<file path="config.mk">
export PLATFORM = sky130hd
export DESIGN_NAME = bg_update_ctrl
export DESIGN_NICKNAME = d
export VERILOG_FILES = /design/src/rtl/bg_update_ctrl.sv
export SDC_FILE = /design/constraint.sdc
export NUM_CORES = 1
export LEC_CHECK = 0
export BUFFER_PORTS_ARGS = -buffer_cell sky130_fd_sc_hd__buf_4
export CAP_MARGIN = 20
export CORE_MARGIN = 2
export CORE_UTILIZATION = 52
export DETAILED_ROUTE_END_ITERATION = 8
export PLACE_DENSITY = 0.84
export RECOVER_POWER = 50
export SLEW_MARGIN = 25
export SYNTH_ARGS = -nofsm -noshare
export SYNTH_HDL_FRONTEND = slang
export SYNTH_SLANG_ARGS = --single-unit
export TNS_END_PERCENT = 1
</file>
<file path="constraint.sdc">
create_clock -name clk -period 2.4 [get_ports clk]
set_input_delay 0.12 -clock clk [delete_from_list [all_inputs] [get_ports clk]]
set_output_delay 0.12 -clock clk [all_outputs]
set_load 0.02 [all_outputs]
</file>
<file path="src/rtl/bg_update_ctrl.sv">
// Background-model update sequencer: for each pixel, read the stored background, blend in the new pixel and write it back; a seed pass copies raw pixels instead.
// Optional foreground compare outputs (fg_valid, fg_mask) exist when BG_UPDATE_FG_MASK_EN is defined.
module bg_update_ctrl #(
  parameter int NUM_PIX   = 76800,
  parameter int ADDR_W    = 17,
  parameter int NEW_SHIFT = 15,
  parameter int OLD_SHIFT = 1
`ifdef BG_UPDATE_FG_MASK_EN
  ,
  parameter logic [15:0] FG_THRESH = 16'h0800
`endif
) (
  input  logic              clk,
  input  logic              rst,
  input  logic              start,
  input  logic              seed,
  input  logic              pix_valid,
  output logic              pix_ready,
  input  logic [15:0]       pix_data,
  output logic [ADDR_W-1:0] mem_addr,
  output logic              mem_rd_en,
  input  logic [15:0]       mem_rd_data,
  output logic              mem_wr_en,
  output logic [15:0]       mem_wr_data,
  output logic              busy,
  output logic              frame_done
`ifdef BG_UPDATE_FG_MASK_EN
  ,
  output logic              fg_valid,
  output logic              fg_mask
`endif
);

  // Pixel handshake: a pixel transfers on a rising edge where pix_valid and pix_ready are both 1.
  // pix_ready is registered, high only in ACCEPT, and never depends on pix_valid in the same cycle.
  typedef enum logic [2:0] {S_IDLE, S_ACCEPT, S_READ, S_WAIT, S_WRITE} state_t;

  localparam logic [ADDR_W-1:0] LAST_ADDR = ADDR_W'(NUM_PIX - 1);

  state_t            state_q, state_d;
  logic [ADDR_W-1:0] addr_q, addr_d;
  logic              seed_q, seed_d;
  logic [15:0]       pix_q, pix_d;
  logic              pix_ready_q, pix_ready_d;
  logic              rd_en_q, rd_en_d;
  logic              wr_en_q, wr_en_d;
  logic [ADDR_W-1:0] mem_addr_q, mem_addr_d;
  logic [15:0]       wr_data_q, wr_data_d;
  logic              busy_q, busy_d;
  logic              done_q, done_d;

  logic [15:0] new_sh, old_sh, blend;
  logic [16:0] sum;

  // Read data is only valid during WAIT, so the blend is formed there and registered straight into the write data.
  always_comb begin
    new_sh = pix_q >> NEW_SHIFT;
    old_sh = mem_rd_data >> OLD_SHIFT;
    sum    = {1'b0, new_sh} + {1'b0, old_sh};
    blend  = sum[16] ? 16'hFFFF : sum[15:0];
  end

`ifdef BG_UPDATE_FG_MASK_EN
  logic        fg_valid_q, fg_valid_d;
  logic        fg_mask_q, fg_mask_d;
  logic [15:0] abs_diff;

  always_comb begin
    abs_diff = (pix_q >= mem_rd_data) ? (pix_q - mem_rd_data) : (mem_rd_data - pix_q);
  end
`endif

  always_comb begin
    state_d     = state_q;
    addr_d      = addr_q;
    seed_d      = seed_q;
    pix_d       = pix_q;
    pix_ready_d = 1'b0;
    rd_en_d     = 1'b0;
    wr_en_d     = 1'b0;
    mem_addr_d  = mem_addr_q;
    wr_data_d   = wr_data_q;
    done_d      = 1'b0;
`ifdef BG_UPDATE_FG_MASK_EN
    fg_valid_d  = 1'b0;
    fg_mask_d   = 1'b0;
`endif
    case (state_q)
      S_IDLE: begin
        if (start) begin
          seed_d      = seed;
          addr_d      = '0;
          state_d     = S_ACCEPT;
          pix_ready_d = 1'b1;
        end
      end
      S_ACCEPT: begin
        if (pix_valid && pix_ready_q) begin
          pix_d      = pix_data;
          mem_addr_d = addr_q;
          if (seed_q) begin
            state_d   = S_WRITE;
            wr_en_d   = 1'b1;
            wr_data_d = pix_data;
          end else begin
            state_d = S_READ;
            rd_en_d = 1'b1;
          end
        end else begin
          pix_ready_d = 1'b1;
        end
      end
      S_READ: begin
        state_d = S_WAIT;
      end
      S_WAIT: begin
        state_d    = S_WRITE;
        wr_en_d    = 1'b1;
        mem_addr_d = addr_q;
        wr_data_d  = blend;
`ifdef BG_UPDATE_FG_MASK_EN
        fg_valid_d = 1'b1;
        fg_mask_d  = (abs_diff > FG_THRESH);
`endif
      end
      S_WRITE: begin
        if (addr_q == LAST_ADDR) begin
          addr_d  = '0;
          done_d  = 1'b1;
          state_d = S_IDLE;
        end else begin
          addr_d      = addr_q + 1'b1;
          state_d     = S_ACCEPT;
          pix_ready_d = 1'b1;
        end
      end
      default: state_d = S_IDLE;
    endcase
    busy_d = (state_d != S_IDLE);
  end

  always_ff @(posedge clk) begin
    if (rst) begin
      state_q     <= S_IDLE;
      addr_q      <= '0;
      seed_q      <= 1'b0;
      pix_q       <= '0;
      pix_ready_q <= 1'b0;
      rd_en_q     <= 1'b0;
      wr_en_q     <= 1'b0;
      mem_addr_q  <= '0;
      wr_data_q   <= '0;
      busy_q      <= 1'b0;
      done_q      <= 1'b0;
`ifdef BG_UPDATE_FG_MASK_EN
      fg_valid_q  <= 1'b0;
      fg_mask_q   <= 1'b0;
`endif
    end else begin
      state_q     <= state_d;
      addr_q      <= addr_d;
      seed_q      <= seed_d;
      pix_q       <= pix_d;
      pix_ready_q <= pix_ready_d;
      rd_en_q     <= rd_en_d;
      wr_en_q     <= wr_en_d;
      mem_addr_q  <= mem_addr_d;
      wr_data_q   <= wr_data_d;
      busy_q      <= busy_d;
      done_q      <= done_d;
`ifdef BG_UPDATE_FG_MASK_EN
      fg_valid_q  <= fg_valid_d;
      fg_mask_q   <= fg_mask_d;
`endif
    end
  end

  assign pix_ready   = pix_ready_q;
  assign mem_addr    = mem_addr_q;
  assign mem_rd_en   = rd_en_q;
  assign mem_wr_en   = wr_en_q;
  assign mem_wr_data = wr_data_q;
  assign busy        = busy_q;
  assign frame_done  = done_q;
`ifdef BG_UPDATE_FG_MASK_EN
  assign fg_valid    = fg_valid_q;
  assign fg_mask     = fg_mask_q;
`endif

endmodule

</file>
==> impl_metrics.csv, run 1 <==
group,metric,value,unit
detailed_routing,routed_wl,6950,um
global_routing,gr-usage-met1,0.259,
sta,finalSetupViolCount,0,
detailed_routing,drc,0,
place,placed_instance_area,0.00346,mm2
sta,min_period_over_period,0.841,
global_routing,grtUsageTotal,0.234,
critical_path,timing.critical_path.required,2.61,ns
final_layout,layout-area-overhead-vs-synth,21.0,%
detailed_routing,route.detailed.vias_per_inst,5.45,
critical_path,critical_path.startpoint_type,"flip-flop",
detailed_routing,drt_iter0_drc,147,
final_layout,final_cell_utilization_of_the_core,0.643,
floorplanning,die_h,78.3,um
global_routing,grt_first_pass_wirelength,11400,um
critical_path,timing.critical_path.slowest_cell_delay,0.41,ns
cts,clkSinkCount,60,
logic_synthesis,synthArstFlopShare,0,
critical_path,cp_cell_sequence,"ha_1, nand3_1, nor3_4, a31oi_1, buf_4, a21oi_1, a21oi_1",
global_routing,globalRouteMet2Util,0.422,
logic_synthesis,syn_inst,365,
logic_synthesis,number_of_synthesized_flops_with_an_enable_pin,0,
logic_synthesis,library_cell_with_the_highest_instance_count_after_synthesis,"sky130_fd_sc_hd__nand2_1",
logic_synthesis,synthTopCellsByArea,"sky130_fd_sc_hd__dfxtp_1 (42%), sky130_fd_sc_hd__nand2_1 (8.8%), sky130_fd_sc_hd__a21oi_1 (6.4%)",
detailed_routing,vias,2768,
place,detailed_place_hpwl,4950,um
floorplanning,initial_utilization,0.531,
floorplanning,core-area,0.00541,mm2
cts,cts-resized-gates,0,
place,final_weighted_congestion_of_routability_driven_global_placement,0.860,
logic_synthesis,synth.avg_cell_area,7.87,um2
logic_synthesis,mappedNetlistNets,405,
logic_synthesis,ys_ff_latch,60,
sta,timing.final.crit_period,2.02,ns
floorplanning,row_count,27,
cts,clkLatencyLatePin,0.34,ns
run_status,status,"finished, final reports clean",
logic_synthesis,synth_common_cells,"sky130_fd_sc_hd__nand2_1 (67), sky130_fd_sc_hd__dfxtp_1 (60), sky130_fd_sc_hd__nor2_1 (39)",
place,port-buffer-count,73,
run,max_cap_violations,0,
cts,tritoncts.num_buffers,9,
global_routing,grt_pass1_vias,2657,
global_routing,grt_max_degree,51,
power_and_ir_drop,power_density,569,mW/mm2
sta,setup_repair_after_global_routing_missed_its_margin,"false",
cts,clk_pin_slew_worst_paths,0.07,ns
cts,clockBufferDepth,2,
cts,cts.root.buffer_cell,"sky130_fd_sc_hd__clkbuf_8",
logic_synthesis,yosysSeqAreaShare,0.418,
sta,setup_total_negative_slack,0,ns
floorplanning,floorplan.io_pins,75,
critical_path,critical_path.n_buffers_inverters,1,
logic_synthesis,synth_warnings,0,
global_routing,busiest_layer,"met2",
sta,achievable-frequency,0.496,GHz
critical_path,critPathMostFrequentCell,"sky130_fd_sc_hd__a21oi_1",
power_and_ir_drop,vdd_drop_max,0.000263,V
critical_path,worst_path_max_delay_cell,"sky130_fd_sc_hd__dfxtp_1",
floorplanning,die_w,78.3,um
critical_path,cpLargestDelayFamily,"simple AND/OR/NAND/NOR gates",
critical_path,worstPathMaxFanout,10,
sta,relSlewSlack,0.350,
sta,final_max_slew_viol_count,0,
detailed_routing,route.antenna.remaining_nets,0,
logic_synthesis,netlist.top_cell.by_area,"sky130_fd_sc_hd__dfxtp_1",
floorplanning,dieArea,0.00613,mm2
detailed_routing,drt-pass1-iter-count,4,
critical_path,cp.arrival,2.23,ns
critical_path,timing_worst_setup_path_type,"flip-flop to flip-flop",
global_routing,initial_antenna_violation_count,0,
logic_synthesis,syn-cell-area,0.00287,mm2
logic_synthesis,most_used_dff_post_synth,"sky130_fd_sc_hd__dfxtp_1",
sta,hold_violations,0,
final_layout,final_cells,508,
power_and_ir_drop,cellLeakagePower,0.00124,uW
global_routing,gr-usage-met3,0.0655,
detailed_routing,avgRoutedWirePerCell,13.7,um
final_layout,n_diodes,0,
logic_synthesis,post_synth_num_cell_types,50,
final_layout,finalInstanceArea,0.00348,mm2
final_layout,final_net_count,472,
cts,post_cts_hold_buffer_count,0,
cts,cts_tree,"yes",
logic_synthesis,yosysTopAreaCellShare,0.418,
sta,fin_skew,0.0107,ns
min_path,worstHoldPathType,"input pin to flip-flop",
critical_path,setup.worst_path.end_class,"flip-flop",
final_layout,layout-drive-gt1-share,0.142,
place,numPlacedInstances,493,
sta,worstMarginPinSlew,0.975,ns
cts,post_cts_buffers,0,
global_routing,globalRoute.totalOverflow,0,
cts,htree_num_levels,3,
## layer usage
layer,wire [um],vias up
li1,-,1403
met1,2880,1269
met2,3490,86
met3,473,10
met4,102,0
met5,0,-
## through the flow
step | setup slack (ns) | power, uW | hold slack, ns
6_report | 0.382 | 1980 | 0.0205
5_1_grt | 0.216 | 2050 | 0.0460
4_1_cts | 0.480 | 1990 | 0.0220
3_5_place_dp | 0.516 | 1210 | 0.366
3_3_place_gp | 0.544 | 1210 | 0.359
2_1_floorplan | 0.702 | 1130 | 0.256
## final timing paths
kind                        startpoint                   endpoint  slack, ns  depth (start not counted)
max reg2reg     addr_q[0]$_SDFFE_PP0P_     addr_q[7]$_SDFFE_PP0P_       0.38                          7
max             addr_q[0]$_SDFFE_PP0P_     addr_q[7]$_SDFFE_PP0P_       0.38                          7
min reg2reg  mem_addr[12]$_SDFFE_PP0P_  mem_addr[12]$_SDFFE_PP0P_       0.45                          2
min                               seed        seed_q$_SDFFE_PP0P_       0.02                          3
## kinds of logic after synthesis
group           Yosys count  synth area share
compound gates           76             0.158
xor+xnor                 19            0.0580
fa+ha+maj                 3            0.0131
buf+inv                  30            0.0427
flops                    60             0.418
mux                       2           0.00697
simple gates            175             0.303
## layout make-up
class / instances / area, um2
fillers: 506 / 1930
multi-input cells: 275 / 1550
flip-flops and latches: 60 / 1200
repair buffers: 78 / 439
clock buffers: 13 / 159
well taps: 72 / 90.1
inverters: 8 / 30.0
clock inverters: 2 / 10.0
## layout by cell type, fill, tap and decap left out, drive strengths merged, types with 10 or more instances in the layout
master and count:
a21oi 37, buf 39, nand3 19, nand2 67, clkbuf 52, nor3 10, nor2 40, xor2 12
dfxtp 60, o21ai 16
## flip-flops by register name (all words and copies together) (netlist names)
| register | cells |
|---|---|
| pix_ready | 1 |
| state_q | 3 |
| busy | 1 |
| seed_q | 1 |
| mem_wr_en | 1 |
| frame_done | 1 |
| mem_rd_en | 1 |
| mem_addr | 17 |
| addr_q | 17 |
| mem_wr_data | 16 |
| pix_q | 1 |
## report_power, final
part	total (uW)	switching (uW)	internal, uW
clock	790	368	422
combinational	169	94.8	74.5
sequential	1020	10.8	1010
total	1980	474	1500
## tightest hold or removal path, stage by stage
cell,delay [ns]
sky130_fd_sc_hd__buf_4,0.07
sky130_fd_sc_hd__mux2i_1,0.05
sky130_fd_sc_hd__nor2_1,0.07
(Power assumes the default switching activity.)
==> run 2, diff against run 1 <==
- CORE_UTILIZATION: 52 -> 47
- PLACE_DENSITY: 0.84 -> 0.8
- clock period: 2.4 -> 1.8 ns (I/O delays scaled with it)
==> run 2 against run 1 <==
  * Non-clock buffer count up 13
  * Clock skew down 0.0036 ns
  * Sequential share of layout area down 1.8 points
  * Critical path depth unchanged
  * Count of clock-buffer cells in the layout down 1
  * Die area up 10%
  * Worst setup slack worse by 0.32 ns
  * Cell count up 3.3%
  * Wire length up 2.7%
  * Combinational power up 44%
  * Clock power up 77%
  * Largest cell class unchanged
  * Highest routed layer unchanged
==> impl_metrics.csv, run 2 (synthesized netlist as in run 1, its figures left out) <==
group,metric,value,unit
detailed_routing,drt_iter0_drc,151,
cts,tritoncts.num_buffers,9,
sta,setup_repair_after_global_routing_missed_its_margin,"true",
sta,final_max_slew_viol_count,0,
critical_path,critical_path.n_buffers_inverters,0,
critical_path,cp.arrival,2.00,ns
critical_path,timing.critical_path.slowest_cell_delay,0.33,ns
detailed_routing,route.antenna.remaining_nets,0,
cts,clockBufferDepth,2,
global_routing,initial_antenna_violation_count,0,
sta,achievable-frequency,0.574,GHz
critical_path,critical_path.startpoint_type,"flip-flop",
cts,clk_pin_slew_worst_paths,0.07,ns
global_routing,grt_pass1_vias,2585,
place,detailed_place_hpwl,5170,um
floorplanning,initial_utilization,0.485,
critical_path,worstPathMaxFanout,4,
cts,clkLatencyLatePin,0.33,ns
detailed_routing,routed_wl,7140,um
detailed_routing,avgRoutedWirePerCell,13.6,um
global_routing,globalRoute.totalOverflow,0,
sta,relSlewSlack,0.599,
detailed_routing,route.detailed.vias_per_inst,5.43,
final_layout,layout-area-overhead-vs-synth,27.7,%
sta,fin_skew,0.00707,ns
sta,worstMarginPinSlew,0.598,ns
sta,min_period_over_period,0.967,
critical_path,cp_cell_sequence,"ha_2, ha_1, nand2_1, or2_2, xnor2_1, a211o_1, a21oi_1",
place,final_weighted_congestion_of_routability_driven_global_placement,0.871,
floorplanning,die_h,82.2,um
cts,htree_num_levels,3,
power_and_ir_drop,vdd_drop_max,0.000508,V
place,port-buffer-count,73,
detailed_routing,vias,2852,
cts,cts_tree,"yes",
detailed_routing,drt-pass1-iter-count,4,
final_layout,filler_cell_count,559,
floorplanning,row_count,28,
sta,setup_total_negative_slack,0,ns
sta,final_ws_setup,0.0588,ns
final_layout,layout-drive-gt1-share,0.187,
power_and_ir_drop,cellLeakagePower,0.00134,uW
sta,hold_violations,0,
min_path,worstHoldPathType,"input pin to flip-flop",
sta,timing.final.crit_period,1.74,ns
final_layout,mostFrequentLayoutCell,"sky130_fd_sc_hd__nand2_1",
power_and_ir_drop,power_density,818,mW/mm2
critical_path,timing_worst_setup_path_type,"flip-flop to flip-flop",
final_layout,final_net_count,485,
sta,finalSetupViolCount,0,
global_routing,grtUsageTotal,0.224,
final_layout,layout_common_cells,"sky130_fd_sc_hd__nand2_1 (67), sky130_fd_sc_hd__dfxtp_1 (59), sky130_fd_sc_hd__buf_4 (52)",
floorplanning,die_w,82.2,um
place,dpl_worst_slack,0.0812,ns
critical_path,setup.worst_path.end_class,"flip-flop",
detailed_routing,drc,0,
floorplanning,core-area,0.00592,mm2
final_layout,n_diodes,0,
critical_path,timing.critical_path.required,2.06,ns
run,max_cap_violations,0,
critical_path,cpLargestDelayFamily,"simple AND/OR/NAND/NOR gates",
cts,cts.root.buffer_cell,"sky130_fd_sc_hd__clkbuf_8",
cts,post_cts_buffers,0,
global_routing,grt_max_degree,37,
run_status,status,"finished, final reports clean",
floorplanning,floorplan.io_pins,75,
global_routing,grt_first_pass_wirelength,11700,um
floorplanning,dieArea,0.00675,mm2
cts,clkSinkCount,60,
critical_path,worst_path_max_delay_cell,"sky130_fd_sc_hd__dfxtp_1",
run 2: tightest hold or removal path: cells and delay by family:
kind,cells,cell delay (ns)
buf+inv,1,0.12
compound gates,1,0.05
simple gates,1,0.05
run 2: worst paths after layout:
check	from	end	slack (ns)	cells past startpoint
hold / removal	pix_data[15]	pix_q[15]$_SDFFE_PP0P_	0.02	3
hold reg to reg	mem_addr[7]$_SDFFE_PP0P_	mem_addr[7]$_SDFFE_PP0P_	0.45	2
setup / recovery	pix_q[15]$_SDFFE_PP0P_	mem_wr_data[6]$_SDFFE_PP0P_	0.06	7
setup reg to reg	pix_q[15]$_SDFFE_PP0P_	mem_wr_data[6]$_SDFFE_PP0P_	0.06	7
run 2: layer usage:
layer	up-vias	wire [um]	GRT usage
met5	-	0	0
met4	0	63	0.0983
met3	6	546	0.0402
met2	117	3440	0.364
met1	1300	3080	0.292
li1	1429	-	-
run 2: repair_timing:
item	CTS	global route
setup endpoints to repair	0	17
resized for setup	0	5
endpoints found under the hold margin	1	0
hold buffers	1	0
run 2: layout make-up:
type                       instances  area, um2  share of cell area
clock buffer                      12        165              0.0451
inverter                           8       30.0             0.00819
multi-input combinational        275       1560               0.426
clock inverter                     4       70.1              0.0191
tap                               75       93.8              0.0256
timing repair buffer              91        543               0.148
sequential                        60       1200               0.328
run 2: stage by stage:
| stage | hold slack [ns] | std cells | util | instance area (um2) | power (uW) |
|---|---|---|---|---|---|
| after CTS | 0.0122 | 525 | 0.641 | 3800 | 3030 |
| after detailed placement | 0.341 | 508 | 0.600 | 3550 | 1630 |
| after floorplan | 0.226 | 365 | - | 2870 | 1510 |
| final | 0.0234 | 525 | 0.619 | 3670 | 3000 |
| after global placement | 0.333 | 508 | 0.600 | 3550 | 1620 |
| after global routing | 0.0252 | 525 | 0.619 | 3670 | 3100 |
run 2: power by group:
| part | internal, uW | total, uW | leakage, uW | switching [uW] |
|---|---|---|---|---|
| clock | 889 | 1400 | 0.000122 | 514 |
| sequential | 1340 | 1350 | 0.000485 | 9.65 |
| combinational | 107 | 243 | 0.000734 | 136 |
==> run 3, diff against run 2 <==
- CORE_UTILIZATION: 47 -> 49
- CTS_BUF_LIST: default -> sky130_fd_sc_hd__clkbuf_2
- PLACE_DENSITY: 0.8 -> 0.83
==> run 3 against run 2 <==
  * Final area grew 1.6%
  * Cell count increased by 2.7%
  * Register-to-register slack barely moved
  * Utilization increased by 4.9 points
  * First-iteration DRC count up 80%
  * Clock skew up 0.012 ns
  * Wire length grew 12%
  * Critical path depth is the same
  * Die area down 3.9%
==> impl_metrics.csv, run 3 (synthesized netlist as in run 1, its figures left out) <==
group,metric,value,unit
final_layout,final_cell_utilization_of_the_core,0.668,
detailed_routing,route.detailed.vias_per_inst,5.50,
critical_path,worst_path_max_delay_cell,"sky130_fd_sc_hd__dfxtp_2",
sta,timing.final.crit_period,1.73,ns
cts,clkSinkCount,60,
final_layout,filler_cell_count,479,
detailed_routing,drt_iter0_drc,272,
cts,clockBufferDepth,2,
critical_path,critical_path.startpoint_type,"flip-flop",
power_and_ir_drop,post-layout-total-power,2320,uW
final_layout,finalInstanceArea,0.00372,mm2
run_status,status,"finished, final reports clean",
global_routing,globalRoute.totalOverflow,0,
final_layout,multi_input_comb_area,0.00159,mm2
final_layout,final_net_count,502,
sta,setup_total_negative_slack,0,ns
place,detailed_place_hpwl,5240,um
floorplanning,floorplan.io_pins,75,
final_layout,n_diodes,0,
cts,htree_num_levels,3,
critical_path,timing.critical_path.slowest_cell_delay,0.36,ns
power_and_ir_drop,cellLeakagePower,0.00135,uW
sta,final_max_slew_viol_count,0,
critical_path,cp_cell_sequence,"ha_1, ha_2, nand2_1, or2_4, xnor2_1, a211o_1, a21oi_1",
global_routing,grt_max_degree,41,
global_routing,grt_pass1_vias,2839,
power_and_ir_drop,power_density,622,mW/mm2
detailed_routing,avgRoutedWirePerCell,14.8,um
sta,fin_skew,0.0187,ns
sta,min_period_over_period,0.960,
sta,setup_repair_after_global_routing_missed_its_margin,"true",
final_layout,mostFrequentLayoutCell,"sky130_fd_sc_hd__nand2_1",
floorplanning,die_h,80.6,um
final_layout,layout_common_cells,"sky130_fd_sc_hd__nand2_1 (67), sky130_fd_sc_hd__dfxtp_1 (58), sky130_fd_sc_hd__buf_4 (49)",
power_and_ir_drop,vdd_drop_max,0.000368,V
sta,hold_violations,0,
place,port-buffer-count,73,
place,placed_instance_area,0.00354,mm2
floorplanning,initial_utilization,0.515,
cts,post_cts_buffers,0,
cts,clkLatencyLatePin,0.48,ns
detailed_routing,vias,2964,
detailed_routing,routed_wl,8000,um
floorplanning,core-area,0.00557,mm2
final_layout,layout-area-overhead-vs-synth,29.7,%
critical_path,timing.critical_path.required,2.21,ns
floorplanning,die_w,80.6,um
place,final_weighted_congestion_of_routability_driven_global_placement,0.887,
sta,worstMarginPinSlew,0.514,ns
global_routing,initial_antenna_violation_count,0,
sta,finalSetupViolCount,0,
final_layout,layout-drive-gt1-share,0.180,
critical_path,worst-r2r-setup-slack,0.07,ns
cts,cts.root.buffer_cell,"sky130_fd_sc_hd__clkbuf_2",
critical_path,worstPathMaxFanout,4,
sta,relSlewSlack,0.657,
critical_path,cp.arrival,2.14,ns
global_routing,grtUsageTotal,0.257,
detailed_routing,route.antenna.remaining_nets,0,
detailed_routing,drc,0,
cts,clk_pin_slew_worst_paths,0.17,ns
min_path,worstHoldPathType,"input pin to flip-flop",
detailed_routing,drt-pass1-iter-count,4,
final_layout,final-seq-area,0.00120,mm2
floorplanning,dieArea,0.00649,mm2
critical_path,timing_worst_setup_path_type,"flip-flop to flip-flop",
floorplanning,row_count,27,
critical_path,setup.worst_path.end_class,"flip-flop",
cts,cts_tree,"yes",
run,max_cap_violations,0,
sta,achievable-frequency,0.578,GHz
cts,tritoncts.num_buffers,9,
sta,finalHoldWorstSlack,0.0317,ns
global_routing,grt_first_pass_wirelength,12800,um
==> run 3: cell types whose count changed in the layout (fill, tap and decap cells not counted), moves of 2 or more <==
cell | before | now
sky130_fd_sc_hd__clkinvlp_4 | 0 | 2
sky130_fd_sc_hd__nor4_1 | 5 | 3
sky130_fd_sc_hd__nor4_2 | 0 | 2
sky130_fd_sc_hd__bufinv_16 | 2 | 0
sky130_fd_sc_hd__dlygate4sd3_1 | 1 | 20
sky130_fd_sc_hd__clkbuf_8 | 12 | 0
sky130_fd_sc_hd__buf_4 | 52 | 49
sky130_fd_sc_hd__clkbuf_2 | 0 | 11
==> run 3: per-layer routing <==
layer,share of wire,GRT usage,up-vias
met2,0.52,0.448,110
li1,-,-,1467
met1,0.40,0.296,1367
met4,0.025,0.117,0
met5,0,0,-
met3,0.057,0.0618,20
==> run 3: path summary, 6_finish.rpt <==
| path | startpoint | to | cells after the start |
|---|---|---|---|
| max | pix_q[15]$_SDFFE_PP0P_ | mem_wr_data[6]$_SDFFE_PP0P_ | 7 |
| min | pix_data[9] | mem_wr_data[9]$_SDFFE_PP0P_ | 5 |
| max reg2reg | pix_q[15]$_SDFFE_PP0P_ | mem_wr_data[6]$_SDFFE_PP0P_ | 7 |
| min reg2reg | mem_addr[3]$_SDFFE_PP0P_ | mem_addr[3]$_SDFFE_PP0P_ | 2 |
==> run 3: cell type report <==
type | count | share of cell area
multi-input cells | 275 | 0.426
well taps | 72 | 0.0242
repair buffers | 108 | 0.196
flip-flops and latches | 60 | 0.323
clock buffers | 11 | 0.0148
inverters | 8 | 0.00806
clock inverters | 5 | 0.00773
==> run 3: critical path, delay by kind of cell (launching register included) <==
family / cells / cell delay [ns]
xor gates and xnor gates: 1 / 0.12
and+or+nand+nor: 2 / 0.38
AOI/OAI and AO/OA: 2 / 0.43
adders and majority gates: 2 / 0.36
DFF: 1 / 0.36
==> run 3: where the power goes <==
| group | switching (uW) | internal (uW) | total, uW |
|---|---|---|---|
| sequential | 15.5 | 1340 | 1360 |
| clock | 494 | 183 | 677 |
| combinational | 143 | 135 | 278 |
==> run 3: stage by stage <==
step / cells / setup slack, ns
2_1_floorplan: 365 / 0.102
3_3_place_gp: 503 / 0.118
3_5_place_dp: 503 / 0.0834
4_1_cts: 538 / 0.0140
5_1_grt: 539 / -0.0163
6_report: 539 / 0.0712
==> run 3: what timing repair did <==
| item | 4_1_cts | 5_1_grt |
|---|---|---|
| hold buffers | 19 | 1 |
| resized for setup | 0 | 10 |
| hold endpoints to repair | 22 | 1 |
| setup endpoints to repair | 0 | 20 |
